## src/rtl/floor_scroll_ctrl_pkg.sv

```systemverilog
// Shared game constants for the runner: screen geometry, ground band rows,
// and the ground-scroll state encoding.
package floor_scroll_ctrl_pkg;

  localparam int SCREEN_W = 640;
  localparam int SCREEN_H = 480;
  localparam int GRASS_Y0 = 375;
  localparam int GRASS_Y1 = 390;
  localparam int FLOOR_Y0 = 391;

  typedef enum logic [1:0] {
    ST_IDLE = 2'd0,
    ST_RUN  = 2'd1,
    ST_HIT  = 2'd2
  } scroll_state_t;

  // True for rows that belong to the floor band (below the grass, on screen).
  function automatic logic in_floor_band(input logic [9:0] row);
    return (row >= 10'(FLOOR_Y0)) && (row <= 10'(SCREEN_H - 1));
  endfunction

endpackage

```

## src/rtl/floor_speed_ramp.sv

```systemverilog
// Ramp counter plus saturating speed register for the ground scroll.
// Counts advancing frames and bumps speed every RAMP_FRAMES of them.
module floor_speed_ramp #(
  parameter int SPEED_INIT  = 1,
  parameter int SPEED_MAX   = 8,
  parameter int RAMP_FRAMES = 600
) (
  input  logic       clk,
  input  logic       reset,
  input  logic       clear,
  input  logic       advance,
  output logic [3:0] speed
);

  localparam int CNT_W = (RAMP_FRAMES > 1) ? $clog2(RAMP_FRAMES) : 1;
  localparam int SPEED_START = (SPEED_INIT > SPEED_MAX) ? SPEED_MAX : SPEED_INIT;

  logic [CNT_W-1:0] ramp_cnt;
  logic             ramp_last;

  assign ramp_last = (ramp_cnt == CNT_W'(RAMP_FRAMES - 1));

  // The new speed only affects the frame after the one that triggered it,
  // because the offset adder samples the register value before the update.
  always_ff @(posedge clk or posedge reset) begin
    if (reset) begin
      ramp_cnt <= '0;
      speed    <= 4'(SPEED_START);
    end else if (clear) begin
      ramp_cnt <= '0;
      speed    <= 4'(SPEED_START);
    end else if (advance) begin
      if (ramp_last) begin
        ramp_cnt <= '0;
        if (speed < 4'(SPEED_MAX)) begin
          speed <= speed + 4'd1;
        end
      end else begin
        ramp_cnt <= ramp_cnt + CNT_W'(1);
      end
    end
  end

endmodule

```

## src/rtl/floor_scroll_ctrl.sv

```systemverilog
// Ground scroll sequencer: advances the floor offset once per frame, freezes on
// a hit, restarts on start, and marks tile seams in the floor band.
// Optional speed ramp enabled by defining FLOOR_SPEED_RAMP_EN.
module floor_scroll_ctrl
  import floor_scroll_ctrl_pkg::*;
#(
  parameter int TILE_W      = 128,
  parameter int SPEED_INIT  = 1,
  parameter int SPEED_MAX   = 8,
  parameter int RAMP_FRAMES = 600,
  localparam int OFF_W      = $clog2(TILE_W)
) (
  input  logic             clk,
  input  logic             reset,
  input  logic             frame_tick,
  input  logic             start,
  input  logic             check_hit,
  input  logic [9:0]       x,
  input  logic [9:0]       y,
  output logic [OFF_W-1:0] offset,
  output logic [3:0]       speed,
  output logic             running,
  output logic             frozen,
  output logic             tile_wrap,
  output logic [15:0]      tiles_passed,
  output logic             floor_seam
);

  scroll_state_t    state;
  logic             advance;
  logic             restart;
  logic [OFF_W:0]   sum;
  logic [OFF_W-1:0] seam_col;

  // check_hit outranks frame_tick, so a hit frame never moves the ground.
  assign advance = (state == ST_RUN) && frame_tick && !check_hit;
  assign restart = (state == ST_HIT) && start;
  assign sum     = {1'b0, offset} + (OFF_W + 1)'(speed);

`ifdef FLOOR_SPEED_RAMP_EN
  floor_speed_ramp #(
    .SPEED_INIT  (SPEED_INIT),
    .SPEED_MAX   (SPEED_MAX),
    .RAMP_FRAMES (RAMP_FRAMES)
  ) u_speed_ramp (
    .clk     (clk),
    .reset   (reset),
    .clear   (restart),
    .advance (advance),
    .speed   (speed)
  );
`else
  localparam int SPEED_START = (SPEED_INIT > SPEED_MAX) ? SPEED_MAX : SPEED_INIT;
  assign speed = 4'(SPEED_START);
`endif

  always_ff @(posedge clk or posedge reset) begin
    if (reset) begin
      state        <= ST_IDLE;
      offset       <= '0;
      running      <= 1'b0;
      frozen       <= 1'b0;
      tile_wrap    <= 1'b0;
      tiles_passed <= '0;
    end else begin
      tile_wrap <= 1'b0;
      case (state)
        ST_IDLE: begin
          if (start) begin
            state   <= ST_RUN;
            running <= 1'b1;
          end
        end
        ST_RUN: begin
          if (check_hit) begin
            state   <= ST_HIT;
            running <= 1'b0;
            frozen  <= 1'b1;
          end else if (frame_tick) begin
            offset    <= sum[OFF_W-1:0];
            tile_wrap <= sum[OFF_W];
            if (sum[OFF_W] && (tiles_passed != 16'hFFFF)) begin
              tiles_passed <= tiles_passed + 16'd1;
            end
          end
        end
        ST_HIT: begin
          if (start) begin
            state        <= ST_RUN;
            offset       <= '0;
            tiles_passed <= '0;
            running      <= 1'b1;
            frozen       <= 1'b0;
          end
        end
        default: begin
          state   <= ST_IDLE;
          running <= 1'b0;
          frozen  <= 1'b0;
        end
      endcase
    end
  end

  // Tile width is a power of two, so the modulo is just the low OFF_W bits.
  assign seam_col   = OFF_W'(x) + offset;
  assign floor_seam = in_floor_band(y) && (seam_col == '0);

endmodule

```

## config.mk

```make
export PLATFORM = sky130hd
export DESIGN_NAME = floor_scroll_ctrl
export DESIGN_NICKNAME = d
export VERILOG_FILES = /design/src/rtl/floor_scroll_ctrl_pkg.sv /design/src/rtl/floor_speed_ramp.sv /design/src/rtl/floor_scroll_ctrl.sv
export SDC_FILE = /design/constraint.sdc
export NUM_CORES = 1
export LEC_CHECK = 0
export CORE_ASPECT_RATIO = 0.6
export CORE_MARGIN = 3
export CORE_UTILIZATION = 40
export DETAILED_ROUTE_END_ITERATION = 8
export GPL_TIMING_DRIVEN = 0
export HOLD_SLACK_MARGIN = 0.03
export PLACE_DENSITY = 0.79
export REMOVE_ABC_BUFFERS = 1
export SLEW_MARGIN = 20
export SYNTH_ARGS = -nofsm -noshare
export SYNTH_HDL_FRONTEND = slang
export SYNTH_SLANG_ARGS = --single-unit
```

## constraint.sdc

```tcl
create_clock -name clk -period 3.38 [get_ports clk]
set_input_delay 0.676 -clock clk [delete_from_list [all_inputs] [get_ports clk]]
set_output_delay 0.676 -clock clk [all_outputs]
set_load 0.02 [all_outputs]
```

==> flow_metrics.env <==
export IMPL_finalClockSkew_ns=0.00191
export IMPL_power_density_nw_per_um2=354
export IMPL_hold_buffers=0
export IMPL_die_h_um=58.4
export IMPL_layout_cells_non_filler=317
export IMPL_io_buffers=48
export IMPL_synth_area_um2=1830
export IMPL_die_w_um=93.3
export IMPL_min_period_over_period_pct=94.7
export IMPL_layout_commonest_cell="clkdlybuf4s50_1"
export IMPL_hpwl_um=3470
export IMPL_grt_max_degree=29
export IMPL_detail_route_iter0_violations=166
export IMPL_worst_slew_margin_rel_pct=59.6
export IMPL_finalHoldViolCount=0
export IMPL_final_nets=293
export IMPL_final_cell_mix="clkdlybuf4s50_1, dfrtp_1, nand2_1, a21oi_1, nand3_1"
export IMPL_multi_input_area_um2=1090
export IMPL_track_usage_pct=17.9
export IMPL_yosysSeqAreaShare_pct=38.3
export IMPL_grt_pass1_vias=1554
export IMPL_syn_inst=208
export IMPL_cts_sinks=28
export IMPL_synthFlopType="dfrtp_1"
export IMPL_seqCellArea_um2=701
export IMPL_hp_class="flip-flop to flip-flop"
export IMPL_gp_congestion=0.785
export IMPL_slew_viol_final=0
export IMPL_startpoint_type="primary input"
export IMPL_worstPathRequired_ns=2.70
export IMPL_fill_cells=387
export IMPL_synth_edf_count=0
export IMPL_dp_cells=312
export IMPL_p_leak_uw=0.00107
export IMPL_cts_root_buf="clkbuf_8"
export IMPL_crit_arrival_ns=2.53
export IMPL_avgSynthCellArea_um2=8.79
export IMPL_cts_made_buffers=3
export IMPL_drc_errors=0
export IMPL_vias_per_cell=5.48
export IMPL_finalWirelength_um=4660
export IMPL_grt_pass1_wl_um=7780
export IMPL_maxCapViolCount=0
export IMPL_synth_seq_cells=28
export IMPL_clock_latency_ns=0.27
export IMPL_clk_pin_slew_ns=0.09
export IMPL_ys_warn_count=0
export IMPL_vdd_ir_drop_worst_v=0.000251
export IMPL_rsz0062_at_grt="false"
export IMPL_antenna_found_initial=0
export IMPL_std_cell_rows=18
export IMPL_n_antenna_cell=0
export IMPL_ys_async_sr_fraction_pct=100
export IMPL_cp_max_fo=5
export IMPL_wl_per_cell_um=14.7
export IMPL_firstDrtPassIters=4
export IMPL_worstMarginPinSlew_ns=0.606
export IMPL_grt_remaining_overflow=0
export IMPL_fin_util_pct=56.8
export IMPL_finalSetupViolCount=0
export IMPL_syn_to_final_growth_pct=32.4
export IMPL_dp_slack_ns=-0.732
export IMPL_critical_path_class="primary input to output port"
export IMPL_run_status="complete, no violations"
export IMPL_ant_nets=0
export IMPL_end_kind="output port"
export IMPL_drive_above_1_share_pct=7.00
export IMPL_synth_cell_types=49
export IMPL_pin_count=56
export IMPL_whs_ns=0.496
export IMPL_max_freq_ghz=0.312
export IMPL_cts_htree_levels=1
export IMPL_setup_slack_ns=0.178
export IMPL_start_util_pct=42.9
export IMPL_vias=1737
export IMPL_die_area_um2=5440
export IMPL_tritoncts="built"
export IMPL_core_um2=4260
export IMPL_cts_max_path_buffers=2
export IMPL_post_route_min_period_ns=3.20
==> state kept, by name, indices dropped and copies added (netlist names) <==
name	count
offset	7
tile_wrap	1
frozen	1
tiles_passed	16
running	1
state	2
==> cell families after synthesis <==
group / synth area share [%]
compound gates: 18.1
xor+xnor: 5.27
mux: 0.548
simple gates: 27.2
other cells: 0.411
fa+ha+maj: 6.57
flops: 38.3
buf+inv: 3.56
==> critical path, stage by stage <==
cell             delay (ns)
clkdlybuf4s50_1        0.41
ha_1                   0.31
inv_1                  0.10
a211o_1                0.27
a221oi_1               0.20
nand3_1                0.11
nor4_2                 0.24
buf_2                  0.20
==> power by group <==
| group | internal (µW) | switching (µW) |
|---|---|---|
| Sequential | 364 | 46.4 |
| Clock | 80.2 | 103 |
| Combinational | 130 | 134 |
==> area by class of cell <==
class | count | share of cell area (%)
clock buffers | 3 | 1.71
inverters | 7 | 1.09
multi-input cells | 169 | 44.9
flip-flops and latches | 28 | 29.0
well taps | 60 | 3.10
repair buffers | 50 | 20.2
==> cells in the mapped netlist (4+ instances only) <==
cell       n  share of area, %
dfrtp_1   28                38
nand2_1   23               4.7
a21oi_1   16               4.4
nand3_1   14               3.8
o21ai_0   12               3.3
a21o_1     9               3.7
nor2_1     9               1.8
ha_1       8               5.5
inv_1      7               1.4
nand2b_1   7               2.4
nor3_1     6               1.6
xor2_1     6               2.9
and3_1     5               1.7
nand4_1    5               1.7
xnor2_1    5               2.4
buf_4      4               1.6
or3_1      4               1.4
==> through the flow <==
step	instance area, µm²	TNS, ns	power, µW
6_report	2420	0	858
5_1_grt	2420	0	901
4_1_cts	2410	0	860
3_5_place_dp	2350	-0.732	667
3_3_place_gp	2350	-0.653	663
2_1_floorplan	1800	0	551
==> routing by layer <==
layer  share of wire [%]  vias up  track usage [%]
met2                  41       60             25.1
met1                  52      826             28.6
met3                 7.1        2             4.47
met4                0.24        0             1.25
li1                    -      849                -
met5                   0        -                0
==> final timing paths <==
| path | startpoint | endpoint | slack [ns] | cells past startpoint |
|---|---|---|---|---|
| max in group asynchronous | reset | frozen | 2.19 | 2 |
| max | x[5] | floor_seam | 0.18 | 8 |
| min reg2reg | running | running | 0.50 | 2 |
| min in group asynchronous | reset | tiles_passed[7] | 0.79 | 2 |
| min | running | running | 0.50 | 2 |
| max reg2reg | tiles_passed[0] | tiles_passed[13] | 1.03 | 6 |
==> what timing repair did <==
item	in CTS	in global routing
setup buffers	2	0
endpoints found under the setup margin	1	1
pin swaps	6	1
gates resized for setup	11	2
(Power assumes the default switching activity.)
